`src/rtl/dynamic_priority_encoder.sv`:
```
// dynamic_priority_encoder: rotating-priority encoder with registered grant index and valid flag
module dynamic_priority_encoder #(
  parameter int N = 8,
  parameter int IDX_W = 3
) (
  input  logic             clk,
  input  logic             rst,
  input  logic [N-1:0]     in,
  input  logic [IDX_W-1:0] prio,
  output logic [IDX_W-1:0] grant,
  output logic             valid
);
  logic [N-1:0] rot;
  logic [IDX_W-1:0] off;
  logic [IDX_W-1:0] win_idx;
  logic any;
  assign rot = N'({in, in} >> prio);
  assign any = |in;
  always_comb begin
    off = '0;
    for (int k = N - 1; k >= 0; k--) off = rot[k] ? IDX_W'(k) : off;
  end
  assign win_idx = any ? prio + off : '0;
  always_ff @(posedge clk or posedge rst) begin
    if (rst) begin
      grant <= '0;
      valid <= 1'b0;
    end else begin
      grant <= win_idx;
      valid <= any;
    end
  end
endmodule

```
`config.mk`:
```
export PLATFORM = sky130hd
export DESIGN_NAME = dynamic_priority_encoder
export DESIGN_NICKNAME = d
export VERILOG_FILES = /design/src/rtl/dynamic_priority_encoder.sv
export SDC_FILE = /design/constraint.sdc
export NUM_CORES = 1
export LEC_CHECK = 0
export CORE_MARGIN = 2
export CORE_UTILIZATION = 50
export DETAILED_ROUTE_END_ITERATION = 7
export GPL_TIMING_DRIVEN = 1
export PLACE_DENSITY = 0.77
export SYNTH_ARGS = -nofsm -noshare
export SYNTH_HDL_FRONTEND = slang
export SYNTH_SLANG_ARGS = --single-unit
export TNS_END_PERCENT = 10
```
`constraint.sdc`:
```
create_clock -name clk -period 0.9 [get_ports clk]
set_input_delay 0.09 -clock clk [delete_from_list [all_inputs] [get_ports clk]]
set_output_delay 0.09 -clock clk [all_outputs]
set_load 0.005 [all_outputs]
```
# [Word-level counts from Yosys, hierarchy flattened]
# Cells that the tools add are included.
[totals] inputBits=13 memories=0 wordCells=14 latchBits=0 ramBits=0 mem_bits_ro=0 register_bits=4
[classes] eq_ne=0 div=0 order_cmp=0 n_mux=9 multipliers=0 reduce_logical=1 n_addsub=1 bitwise=0 shift=1
[ops] op="$mux W3" count=9
[ops] op="$shr A16 B3 Y8" count=1
[ops] op="$reduce_or A8 Y1" count=1
[ops] op="$add A3 B3 Y3" count=1

# [Depth between registers and ports, before layout]
# Gate-level depths: netlist (run 1).
[logic_depth] depth_word=11 depth_mapped=13

# [Worst setup path before layout (run 1)]
# OpenSTA, ideal clock, no wires.
[synth_path] path_kind="in2reg" from="input prio[2]" to="register grant[1]" arrival_time_ps=1980 setup_ps=82 t_required_ps=818 slack_ps=-1162 stages=11 cell_sequence="buf_6 -> clkbuf_8 -> mux2i_1 -> a21oi_1 -> nor3_1 -> a21oi_1 -> a2111o_1 -> ha_1 -> inv_1 -> fa_1 -> a31oi_1"
[synth_between] elab_chain_cells=11
[synth_lines] element="from (decl)" line_no="9" source="input logic [IDX_W-1:0] prio,"
[synth_lines] element="$shr A16 B3 Y8 *" line_no="17" source="assign rot = N'({in, in} >> prio);"
[synth_lines] element="$mux W3 (7 in a row)" line_no="21" source="for (int k = N - 1; k >= 0; k--) off = rot[k] ? IDX_W'(k) : off;"
[synth_lines] element="$mux W3 *" line_no="21"
[synth_lines] element="$add A3 B3 Y3 *" line_no="23" source="assign win_idx = any ? prio + off : '0;"
[synth_lines] element="$mux W3 *" line_no="23"
[synth_lines] element="net win_idx[1]" line_no="15" source="logic [IDX_W-1:0] win_idx;"
[synth_lines] element="to (signal assigned)" line_no="29" source="grant <= win_idx;"
[synth_lines] element="to (decl)" line_no="10" source="output logic [IDX_W-1:0] grant,"
# The timed path passes the listed nets; every way through them passes the cells marked *.

# [Worst setup path in the final report (run 1)]
[layout_path] from="input in[3]" to="register grant[1]"
[layout_between] elab_chain_cells=11
[layout_lines] element="from (decl)" line_no="8" source="input logic [N-1:0] in,"
[layout_lines] element="$shr A16 B3 Y8" line_no="17"
[layout_lines] element="$mux W3 (8 in a row)" line_no="21"
[layout_lines] element="$add A3 B3 Y3" line_no="23"
[layout_lines] element="$mux W3 *" line_no="23"
[layout_lines] element="net win_idx[1]" line_no="15"
# Marked as above.

==> metrics.md, run 1 <==
| Metric | Value |
|---|---|
| Maximum clock frequency | `approximately 450 MHz` |
| Total negative setup slack | `-3.54 ns` |
| Detail-routed net length per standard cell | `20.8 um` |
| Clock root cell | `clkbuf_4` |
| Total grt overflow | `0` |
| Post-Synthesis Mean Instance Area | `7.94 um2` |
| Total detailed-routing wirelength | `3.89 mm` |
| Count of warnings emitted by yosys | `0` |
| Share of the clock period used by the worst path | `2.44` |
| Proportion of synthesized flip-flops having asynchronous set or reset | `1.00` |
| DRC violations left | `0` |
| Mapped Nets | `128` |
| Clock Pin Slew Worst Setup and Hold Paths | `roughly 0.04 ns` |
| Die X-Extent | `approximately 46 um` |
| Most used DFF post-synth | `dfrtp_1` |
| Sequential element share of the synthesized area | `0.112` |
| Max-slew violation count | `0` |
| Leakage | `0.675 nW` |
| Worst vdd ir | `0.962 mV` |
| Number of synthesized register bits | `4` |
| Final net count | `179` |
| Number of nets with antenna violations after detailed routing | `0` |
| WP data required | `1.06 ns` |
| Share of final-layout standard cells stronger than drive strength 1 | `0.525` |
| Vias per Instance | `6.19` |
| Worst hold slack | `0.0313 ns` |
| Classification of the worst setup path | `input pin to register` |
| Fill cell total of the finished layout | `87` |
| Wire length of the first global-routing pass | `5.40 mm` |
| Post-Syn Instances | `113` |
| Cell Area, Synth | `897 um2` |
| Arrival time of data at the critical path endpoint | `2.36 ns` |
| Final RePlAce weighted congestion | `0.954` |
| Yosys cell types | `44` |
| Fin worst setup slack | `-1.30 ns` |
| Max-capacitance violation count | `0` |
| Result of the run | `finished, violations left` |
| Maximum number of pins on one net before global-route repair | `16` |
| Endpoint type of the worst setup path | `register` |
| Die footprint | `0.00215 mm2` |
| Total iterations of the first detailed-routing run | `4` |
| Standard cell area after detailed placement | `0.00129 mm2` |
| Global router's overall resource usage | `0.357` |
| Final setup violation count | `4` |
| Site row count | `15` |
| Number of buffers inserted by hold repair at cts | `0` |
| Iteration-0 DRC count of the detailed router | `between 40 and 50` |
| Number of synthesized flops with an enable pin | `0` |
| Pin slew with the least headroom to its limit | `0.317 ns` |
| Type of origin of the critical path | `input pin` |
| Maximum fanout encountered on the critical timing path | `3` |
| IO Count | `17` |
| DP Worst Slack | `-1.80 ns` |
| Cell area after layout | `between 0.001 and 0.0015 mm2` |
| Total inserted antenna cells | `0` |
| Clock Sink Count | `4` |
| Unrepaired setup endpoints after global routing | `yes` |
| Power Dens Cells | `between 800 and 900 mW/mm2` |
| Die span in y | `approximately 46 um` |
| CTS tree | `yes` |
| Core Footprint | `about 0.0017 mm2` |
| H-tree levels | `1` |
| Rel. slew slack | `0.784` |
| Number of buffers on the longest clock path | `2` |
| Layout area overhead | `65.7%` |
| Number of hold violations in the final report | `0` |
| Violations in the final reports | `negative setup slack` |
| Number of input and output port buffers inserted | `16` |
| Effective utilization at floorplan | `0.525` |
| Initial antenna violation count | `0` |
| Estimated wirelength of the detail-placed design | `2.23 mm` |
| Total CTS buffers | `3` |
| Via count | `between 1000 and 1500` |
| Final critical delay including setup and external delays | `approximately 2.2 ns` |
| Number of global-route vias before repair | `~1100` |
| Path class of the lowest-slack min-delay path | `input pin to async pin` |
==> kinds of logic after synthesis <==
kind of cell,share of synthesized area
xor+xnor,0.00976
buf+inv,0.116
simple gates,0.230
mux,0.287
compound gates,0.209
fa+ha+maj,0.0363
flops,0.112
==> stage by stage <==
step	util	instances	total power [mW]
4_1_cts	0.863	187	1.20
2_1_floorplan	-	113	0.583
6_report	0.870	187	1.28
3_5_place_dp	0.755	180	0.894
3_3_place_gp	0.755	180	0.870
5_1_grt	0.870	187	1.34
==> routing by layer <==
metal  global-route usage  up-vias  part of all wire
li1                     -      522                 -
met1                0.393      553              0.38
met2                0.650       62              0.51
met3               0.0784       20             0.059
met4                0.143        0             0.046
met5                    0        -                 0
==> state kept, by name (all words and copies together), names as in the netlist <==
register,count
grant,3
valid,1
==> worst max-delay path: stages <==
cell	delay, ns
clkdlybuf4s15_1	0.23
buf_4	0.17
nor3_1	0.29
a311oi_2	0.11
nor3_1	0.22
a21oi_1	0.07
a2111o_1	0.37
ha_2	0.18
inv_2	0.05
fa_2	0.42
a31oi_1	0.15
==> final timing paths <==
check                      start       end  slack (ns)  cells after the start
min in group clk           in[7]     valid        0.50                      5
max in group asynchronous    rst  grant[2]        0.71                      2
worst min-delay path         rst     valid        0.03                      2
worst max-delay path       in[3]  grant[1]       -1.30                     11
==> placed cells by master (no fill, tap or decap), drive strengths merged, types with 2 or more instances in the layout <==
cell and instances:
clkdlybuf4s15 4, a31oi 5, o21ai 5, mux2i 10
a21oi 3, nor2 16, clkbuf 8, dlygate4sd2 4
nand3 2, buf 42, clkdlybuf4s50 2, inv 7
nand2 8, nor4 2, dfrtp 4, mux4 4
nor3 6, nand2b 2, mux2 5, nor3b 2
==> layout make-up <==
type | instances | area (um2) | area share
Clock buffer | 3 | 22.5 | 0.0152
Tap cell | 25 | 31.3 | 0.0210
Timing Repair Buffer | 57 | 453 | 0.305
Multi-Input combinational cell | 91 | 853 | 0.574
Inverter | 7 | 26.3 | 0.0177
Sequential cell | 4 | 100 | 0.0673
==> synth_stat cells (all sizes together), types with 2 or more instances <==
cell | instances | area (um2)
mux4 | 4 | 97.6
a21oi | 3 | 15.0
inv | 7 | 26.3
mux2 | 5 | 60.1
nor2 | 16 | 60.1
mux2i | 10 | 100
nor3b | 2 | 15.0
nand2 | 8 | 30.0
o21ai | 5 | 25.0
clkbuf | 2 | 18.8
buf | 9 | 58.8
nor3 | 6 | 30.0
nand3 | 2 | 10.0
nor4 | 2 | 12.5
a31oi | 5 | 31.3
nand2b | 2 | 12.5
dfrtp | 4 | 100
==> what timing repair did <==
| action | CTS | global route |
|---|---|---|
| gates resized for setup | 59 | 11 |
| hold endpoints to repair | 0 | 0 |
| gates cloned | 1 | 0 |
| setup endpoints to repair | 8 | 7 |
| pin swaps | 12 | 2 |
| buffers inserted | 3 | 0 |
==> power breakdown <==
group          total [mW]  internal (mW)  switching (mW)  leakage (nW)
Sequential          0.225          0.213          0.0121        0.0437
Combinational       0.812          0.411           0.401         0.618
Clock               0.244          0.151          0.0936        0.0138
Total                1.28          0.774           0.507         0.675
Note: power is estimated with default switching activity, not from simulation.
==> run 2: changes to the inputs <==
CORE_UTILIZATION = 55   (was 50)
PLACE_DENSITY = 0.84   (was 0.77)
==> metrics.md, run 2 <==
| Metric | Value |
|---|---|
| Result of the run | `aborted with a tool error` |
| Fail Step | `5_1_grt` |
| Error that halted the flow | `[ERROR GRT-0232] Routing congestion too high. Check the congestion heatmap in the GUI.` |
| Number of buffers on the longest clock path | `2` |
| Clock root cell | `clkbuf_4` |
| Die span in y | `44.4 um` |
| Mapped Nets | `128` |
| Yosys cell types | `44` |
| Final RePlAce weighted congestion | `approximately 1` |
| Maximum number of pins on one net before global-route repair | `12` |
| Standard cell area after detailed placement | `0.00126 mm2` |
| Area share of the largest cell type after synthesis | `0.112` |
| Total CTS buffers | `3` |
| Post-Syn Instances | `113` |
| Worst-path endpoint category | `sequential cell input` |
| Proportion of synthesized flip-flops having asynchronous set or reset | `1.00` |
| Estimated wirelength of the detail-placed design | `2.14 mm` |
| Most used DFF post-synth | `dfrtp_1` |
| Worst endpoint from the post-global-route timing repair | `grant[1]$_DFF_PP0_/D` |
| Most instantiated library cell after synthesis | `nor2_1` |
| Effective utilization at floorplan | `0.589` |
| Yosys top cell by area | `dfrtp_1` |
| Global router's overall resource usage | `0.627` |
| Cell Area, Synth | `897 um2` |
| Post-Synthesis Mean Instance Area | `around 7.9 um2` |
| Sequential element share of the synthesized area | `0.112` |
| Die X-Extent | `44.4 um` |
| Site row count | `14` |
| Total grt overflow | `14` |
| Number of input and output port buffers inserted | `16` |
| Count of warnings emitted by yosys | `0` |
| IO Count | `17` |
| Number of synthesized register bits | `4` |
| Most instantiated cells after synthesis | `16 x nor2_1, 10 x mux2i_1, 8 x nand2_1` |
| Clock Sink Count | `4` |
| Main area contributors after synthesis | `dfrtp_1 11%, mux2i_1 11%, nor2_1 6.7%, mux4_1 5.9%, mux2_2 5.0%` |
| Number of synthesized flops with an enable pin | `0` |
| H-tree levels | `1` |
-- run 2: cells by family after synthesis --
kind of cell               count (synthesis)  share of synthesized area
AOI/OAI and AO/OA                         26                      0.209
xor gates and xnor gates                   1                    0.00976
adders and majority gates                  2                     0.0363
buffers and inverters                     18                      0.116
DFF                                        4                      0.112
muxes                                     19                      0.287
and+or+nand+nor                           43                      0.230
-- run 2: metrics by stage --
stage	hold slack, ns	setup WS, ns	std cells
2_1_floorplan	-0.144	-1.11	113
3_3_place_gp	0.280	-1.77	169
3_5_place_dp	0.282	-1.94	169
4_1_cts	0.0314	-1.18	175
-- run 2: repair_timing --
action | 4_1_cts
hold buffers | 0
pin swaps | 8
gates cloned | 1
setup buffers | 2
resized for setup | 67
endpoints found under the setup margin | 8
-- run 2: per-layer routing --
metal	global-route usage	overflow
met1	0.629	0
met2	0.838	9
met4	0.594	5
met5	0	0
met3	0.441	0
==> run 3: changes to the inputs <==
CORE_AREA = 2 2 63 65   (was not set)
CORE_MARGIN = not set   (was 2)
CORE_UTILIZATION = not set   (was 55)
DIE_AREA = 0 0 65 67   (was not set)
PLACE_DENSITY = not set   (was 0.84)
PLACE_DENSITY_LB_ADDON = 0.15   (was not set)
==> metrics.md, run 3 (synthesis gave the netlist of run 1 again) <==
| Metric | Value |
|---|---|
| CP max stage cell | `fa_2` |
| Number of input and output port buffers inserted | `16` |
| Core Footprint | `0.00361 mm2` |
| Clock Sink Count | `4` |
| Rel. slew slack | `0.823` |
| Die span in y | `between 60 and 70 um` |
| Sum of met3 wire segment lengths after detailed routing | `~45 um` |
| Fin worst setup slack | `-1.05 ns` |
| Number of buffers on the longest clock path | `2` |
| Global router's overall resource usage | `0.139` |
| Maximum fanout encountered on the critical timing path | `8` |
| IO Count | `17` |
| Initial antenna violation count | `0` |
| Leakage | `0.703 nW` |
| Via count | `1022` |
| Vias per Instance | `4.80` |
| Crit-path max cell delay | `0.33 ns` |
| Die footprint | `0.00436 mm2` |
| Share of the clock period used by the worst path | `2.16` |
| Final RePlAce weighted congestion | `0.745` |
| Number of buffers inserted by hold repair at cts | `0` |
| Most common library cell in the layout ignoring fill and taps | `buf_4` |
| DRC violations left | `0` |
| Number of global-route vias before repair | `approximately 1000` |
| Largest registers in the final layout | `grant x3, valid x1` |
| Die X-Extent | `65 um` |
| Layout area overhead | `76.3%` |
| Iteration-0 DRC count of the detailed router | `27` |
| Effective utilization at floorplan | `0.249` |
| Total detailed-routing wirelength | `between 2 and 3 mm` |
| Finished Core Util | `0.439` |
| Power Dens Cells | `873 mW/mm2` |
| Pin slew with the least headroom to its limit | `~0.26 ns` |
| Number of hold violations in the final report | `0` |
| WP data required | `1.03 ns` |
| Final net count | `182` |
| Clock Pin Slew Worst Setup and Hold Paths | `0.03 ns` |
| CTS tree | `yes` |
| Total grt overflow | `0` |
| Path class of the lowest-slack min-delay path | `input pin to async pin` |
| Estimated wirelength of the detail-placed design | `2.21 mm` |
| Arrival time of data at the critical path endpoint | `between 2 and 2.5 ns` |
| Total iterations of the first detailed-routing run | `4` |
| Final critical delay including setup and external delays | `slightly below 2 ns` |
| Number of flip-flops under the largest register name | `3` |
| Type of origin of the critical path | `input pin` |
| Wire length of the first global-routing pass | `4.64 mm` |
| Clock root cell | `clkbuf_8` |
| Uppermost metal layer occupied by signal nets | `met4` |
| Detail-routed net length per standard cell | `around 14 um` |
| Number of nets with antenna violations after detailed routing | `0` |
| Share of final-layout standard cells stronger than drive strength 1 | `0.564` |
| Worst vdd ir | `0.416 mV` |
| Total CTS buffers | `3` |
| Fill cell total of the finished layout | `343` |
| Max-slew violation count | `0` |
| Maximum number of pins on one net before global-route repair | `10` |
| M1 WL | `1.32 mm` |
| H-tree levels | `1` |
| Total inserted antenna cells | `0` |
| Maximum clock frequency | `513 MHz` |
| Site row count | `22` |
| Unrepaired setup endpoints after global routing | `yes` |
| Result of the run | `finished, violations left` |
| CP cell instances | `buf_12 > mux2_4 > buf_6 > o32ai_2 > o21bai_1 > a21oi_1 > a2111o_1 > ha_2 > inv_2 > fa_2 > nand2b_4 > mux2i_1` |
| Top library cells by usage in the layout, fill and taps aside | `33 x buf_4, 14 x nor2_1, 11 x buf_6, 8 x nand2_1, 7 x clkbuf_2` |
| Largest register by flop count | `grant` |
| Endpoint type of the worst setup path | `register` |
| Final setup violation count | `4` |
| Total design power | `1.38 mW` |
| Violations in the final reports | `negative setup slack` |
| Detail Route met2 WL | `1.58 mm` |
| Classification of the worst setup path | `input pin to register` |
| Max-capacitance violation count | `0` |
## run 3: through the flow
step | area (um2) | cells | TNS (ns) | worst slack (ns) | hold WS, ns
after detailed placement | 1310 | 202 | -5.94 | -1.83 | 0.291
after global routing | 1580 | 213 | -3.24 | -1.15 | 0.0791
after global placement | 1310 | 202 | -5.99 | -1.84 | 0.285
after CTS | 1510 | 211 | -3.34 | -1.21 | 0.0740
after floorplan | 907 | 113 | -2.94 | -1.11 | -0.144
final | 1580 | 213 | -2.93 | -1.05 | 0.0708
## run 3: what timing repair did
item,4_1_cts,5_1_grt
resized for setup,57,37
setup endpoints to repair,8,4
pin swaps,10,14
cloned,1,0
buffers inserted,5,3
## run 3: final cells by class
type                            instances  area (um2)  area share
Multi-Input combinational cell         91         850       0.537
Timing Repair Buffer                   60         499       0.316
Sequential cell                         4         100      0.0633
Tap cell                               48        60.1      0.0380
Clock buffer                            3        41.3      0.0261
Inverter                                7        31.3      0.0198
## run 3: worst max-delay path: cells and delay by family
kind,cells,cell delay [ns]
AOI/OAI and AO/OA,4,0.62
adders and majority gates,2,0.49
buffers and inverters,3,0.27
muxes,2,0.45
and+or+nand+nor,1,0.14
## run 3: metal layers
| metal | vias up | global-route usage |
|---|---|---|
| met5 | - | 0 |
| met4 | 0 | 0.0266 |
| met3 | 4 | 0.0169 |
| met2 | 10 | 0.268 |
| met1 | 484 | 0.164 |
| li1 | 524 | - |
## run 3: report_power, final
| group | switching (mW) | total [mW] | internal, mW |
|---|---|---|---|
| clock | 0.0789 | 0.363 | 0.284 |
| combinational | 0.360 | 0.796 | 0.436 |
| sequential | 0.00808 | 0.221 | 0.213 |
## run 3: worst max path at each step
stage	startpoint	to	slack [ns]
2_1_floorplan	prio[2]	grant[1]	-1.11
3_3_place_gp	prio[2]	grant[2]	-1.84
3_5_place_dp	prio[2]	grant[2]	-1.83
4_1_cts	prio[2]	grant[1]	-1.21
5_1_grt	prio[2]	grant[2]	-1.15
6_report	prio[2]	grant[2]	-1.05
==> run 4: changes to the inputs <==
ABC_AREA = 1   (was not set)
==> metrics.md, run 4 <==
| Metric | Value |
|---|---|
| Top library cells by usage in the layout, fill and taps aside | `27 x nand2_1, 19 x nand2_2, 19 x buf_4, 11 x nand3_2, 9 x nand2_4` |
| Fin worst setup slack | `-1.06 ns` |
| Share of the clock period used by the worst path | `2.17` |
| Number of synthesized register bits | `4` |
| Yosys cell types | `21` |
| Largest register by flop count | `grant` |
| Number of input and output port buffers inserted | `16` |
| Yosys top cell by area | `nand2_1` |
| Most used DFF post-synth | `dfrtp_1` |
| Cell Area, Synth | `696 um2` |
| Max-capacitance violation count | `0` |
| Type of origin of the critical path | `input pin` |
| Maximum clock frequency | `511 MHz` |
| Via count | `806` |
| Internal Pwr Total | `0.843 mW` |
| Clock Pin Slew Worst Setup and Hold Paths | `roughly 0.030 ns` |
| Final critical delay including setup and external delays | `1.96 ns` |
| Effective utilization at floorplan | `0.193` |
| Fill cell total of the finished layout | `376` |
| Sequential element share of the synthesized area | `0.144` |
| Maximum number of pins on one net before global-route repair | `10` |
| Total detailed-routing wirelength | `1.95 mm` |
| Path class of the lowest-slack min-delay path | `input pin to async pin` |
| Number of nets with antenna violations after detailed routing | `0` |
| Sequential fraction of design power | `0.168` |
| Cell area after layout | `between 0.001 and 0.0015 mm2` |
| Estimated wirelength of the detail-placed design | `1.52 mm` |
| Die span in y | `roughly 67 um` |
| Clock Sink Count | `4` |
| Final setup violation count | `3` |
| Number of hold violations in the final report | `0` |
| Rel. slew slack | `0.833` |
| Detail-routed net length per standard cell | `9.99 um` |
| Total grt overflow | `0` |
| Most instantiated cells after synthesis | `39 x nand2_1, 16 x nand2_2, 10 x nand3_1, 10 x nand3_2, 7 x inv_1` |
| Largest registers in the final layout | `grant x3, valid x1` |
| Layout area overhead | `89.9%` |
| Total iterations of the first detailed-routing run | `4` |
| Maximum fanout encountered on the critical timing path | `8` |
| Die footprint | `between 0.004 and 0.005 mm2` |
| Vias per Instance | `4.13` |
| Number of flip-flops under the largest register name | `3` |
| Global router's overall resource usage | `0.101` |
| Power Dens Cells | `964 mW/mm2` |
| Most instantiated library cell after synthesis | `nand2_1` |
| Post-Synthesis Mean Instance Area | `6.44 um2` |
| Worst vdd ir | `0.325 mV` |
| Core Footprint | `roughly 0.0036 mm2` |
| Number of buffers inserted by hold repair at cts | `0` |
| Total design power | `1.27 mW` |
| Gate power share | `0.541` |
| Final net count | `164` |
| Most common library cell in the layout ignoring fill and taps | `nand2_1` |
| Die X-Extent | `65 um` |
| Wire length of the first global-routing pass | `around 3.4 mm` |
| Clock root cell | `clkbuf_8` |
| Max-slew violation count | `0` |
| Site row count | `22` |
| Post-Syn Instances | `about 110` |
| Pin slew with the least headroom to its limit | `0.249 ns` |
| Result of the run | `finished, violations left` |
| Main area contributors after synthesis | `nand2_1 21%, dfrtp_1 14%, nand2_2 14%, nand3_2 14%, nand3_1 7.2%` |
| CTS tree | `yes` |
| Initial antenna violation count | `0` |
| Standard cell area after detailed placement | `0.00105 mm2` |
| IO Count | `17` |
| Total inserted antenna cells | `0` |
| Violations in the final reports | `negative setup slack` |
| Area share of the largest cell type after synthesis | `0.210` |
| Final RePlAce weighted congestion | `0.778` |
| Switching share of power | `0.338` |
| Number of buffers on the longest clock path | `2` |
| DP Worst Slack | `-1.73 ns` |
| Worst hold slack | `0.0612 ns` |
| Clock share of power | `0.291` |
| Iteration-0 DRC count of the detailed router | `10` |
| Classification of the worst setup path | `input pin to register` |
| Mapped Nets | `approximately 120` |
| NetSw | `~0.43 mW` |
| Count of warnings emitted by yosys | `0` |
| Proportion of synthesized flip-flops having asynchronous set or reset | `1.00` |
| Arrival time of data at the critical path endpoint | `2.06 ns` |
| Number of global-route vias before repair | `824` |
| H-tree levels | `1` |
| Total CTS buffers | `3` |
| Endpoint type of the worst setup path | `register` |
| Share of final-layout standard cells stronger than drive strength 1 | `0.605` |
| Unrepaired setup endpoints after global routing | `yes` |
| WP data required | `1.00 ns` |
| Leakage | `approximately 0.65 nW` |
| DRC violations left | `0` |
| Number of synthesized flops with an enable pin | `0` |
run 4: path summary, 6_finish.rpt:
check                      startpoint        to  depth (start not counted)
min in group clk                in[0]     valid                          3
worst min-delay path              rst     valid                          2
worst max-delay path          prio[0]  grant[2]                         19
max in group asynchronous         rst  grant[2]                          2
run 4: power by group through the flow:
stage / sequential (mW) / clock, mW / combinational (mW)
global route: 0.216 / 0.393 / 0.763
global placement: 0.216 / 0 / 0.567
detailed placement: 0.217 / 0 / 0.571
CTS: 0.215 / 0.379 / 0.664
finish: 0.214 / 0.370 / 0.689
floorplan: 0.221 / 0 / 0.306
run 4: kinds of logic (layout without fill, tap and decap cells):
kind of cell / after synthesis / after routing / share of synthesized area
AND/OR/NAND/NOR: 84 / 84 / 0.635
buffers and inverters: 12 / 51 / 0.112
AO/OA/AOI/OAI: 5 / 5 / 0.0504
flip-flops: 4 / 4 / 0.144
adder cells (fa/ha/maj): 2 / 2 / 0.0468
XOR/XNOR: 1 / 1 / 0.0126
run 4: timing repair:
item | 4_1_cts | 5_1_grt
cloned | 2 | 0
pin swaps | 14 | 12
resized for setup | 67 | 11
setup endpoints to repair | 8 | 3
setup buffers | 3 | 1
run 4: cell type report:
class / instances / area (um2) / share of cell area
Inverter: 9 / 62.6 / 0.0473
Sequential cell: 4 / 100 / 0.0758
Multi-Input combinational cell: 92 / 662 / 0.501
Tap cell: 48 / 60.1 / 0.0455
Clock buffer: 3 / 41.3 / 0.0312
Timing Repair Buffer: 39 / 395 / 0.299
run 4: routing by layer:
layer / track usage / share of wire
met1: 0.116 / 0.45
met3: 0.0101 / 0.033
met2: 0.195 / 0.51
met5: 0 / 0
met4: 0.0319 / 0.012
run 4: worst max-delay path: stages:
cell,delay [ns]
buf_8,0.11
buf_12,0.14
inv_16,0.08
nand2_4,0.06
nand3_4,0.07
nand3_2,0.08
nand2_2,0.08
nand2_1,0.05
nand2_1,0.06
nand2_1,0.05
nand2_1,0.05
nand2_1,0.06
a21oi_2,0.20
ha_4,0.16
inv_2,0.03
fa_2,0.34
xor2_2,0.18
nor2_1,0.11
nor2_2,0.05
run 4: per-stage QoR:
step	TNS [ns]	instances	utilization
3_3_place_gp	-4.78	186	0.292
3_5_place_dp	-4.76	186	0.292
6_report	-2.44	195	0.366
2_1_floorplan	-2.36	108	-
5_1_grt	-2.83	195	0.366
4_1_cts	-2.41	194	0.356
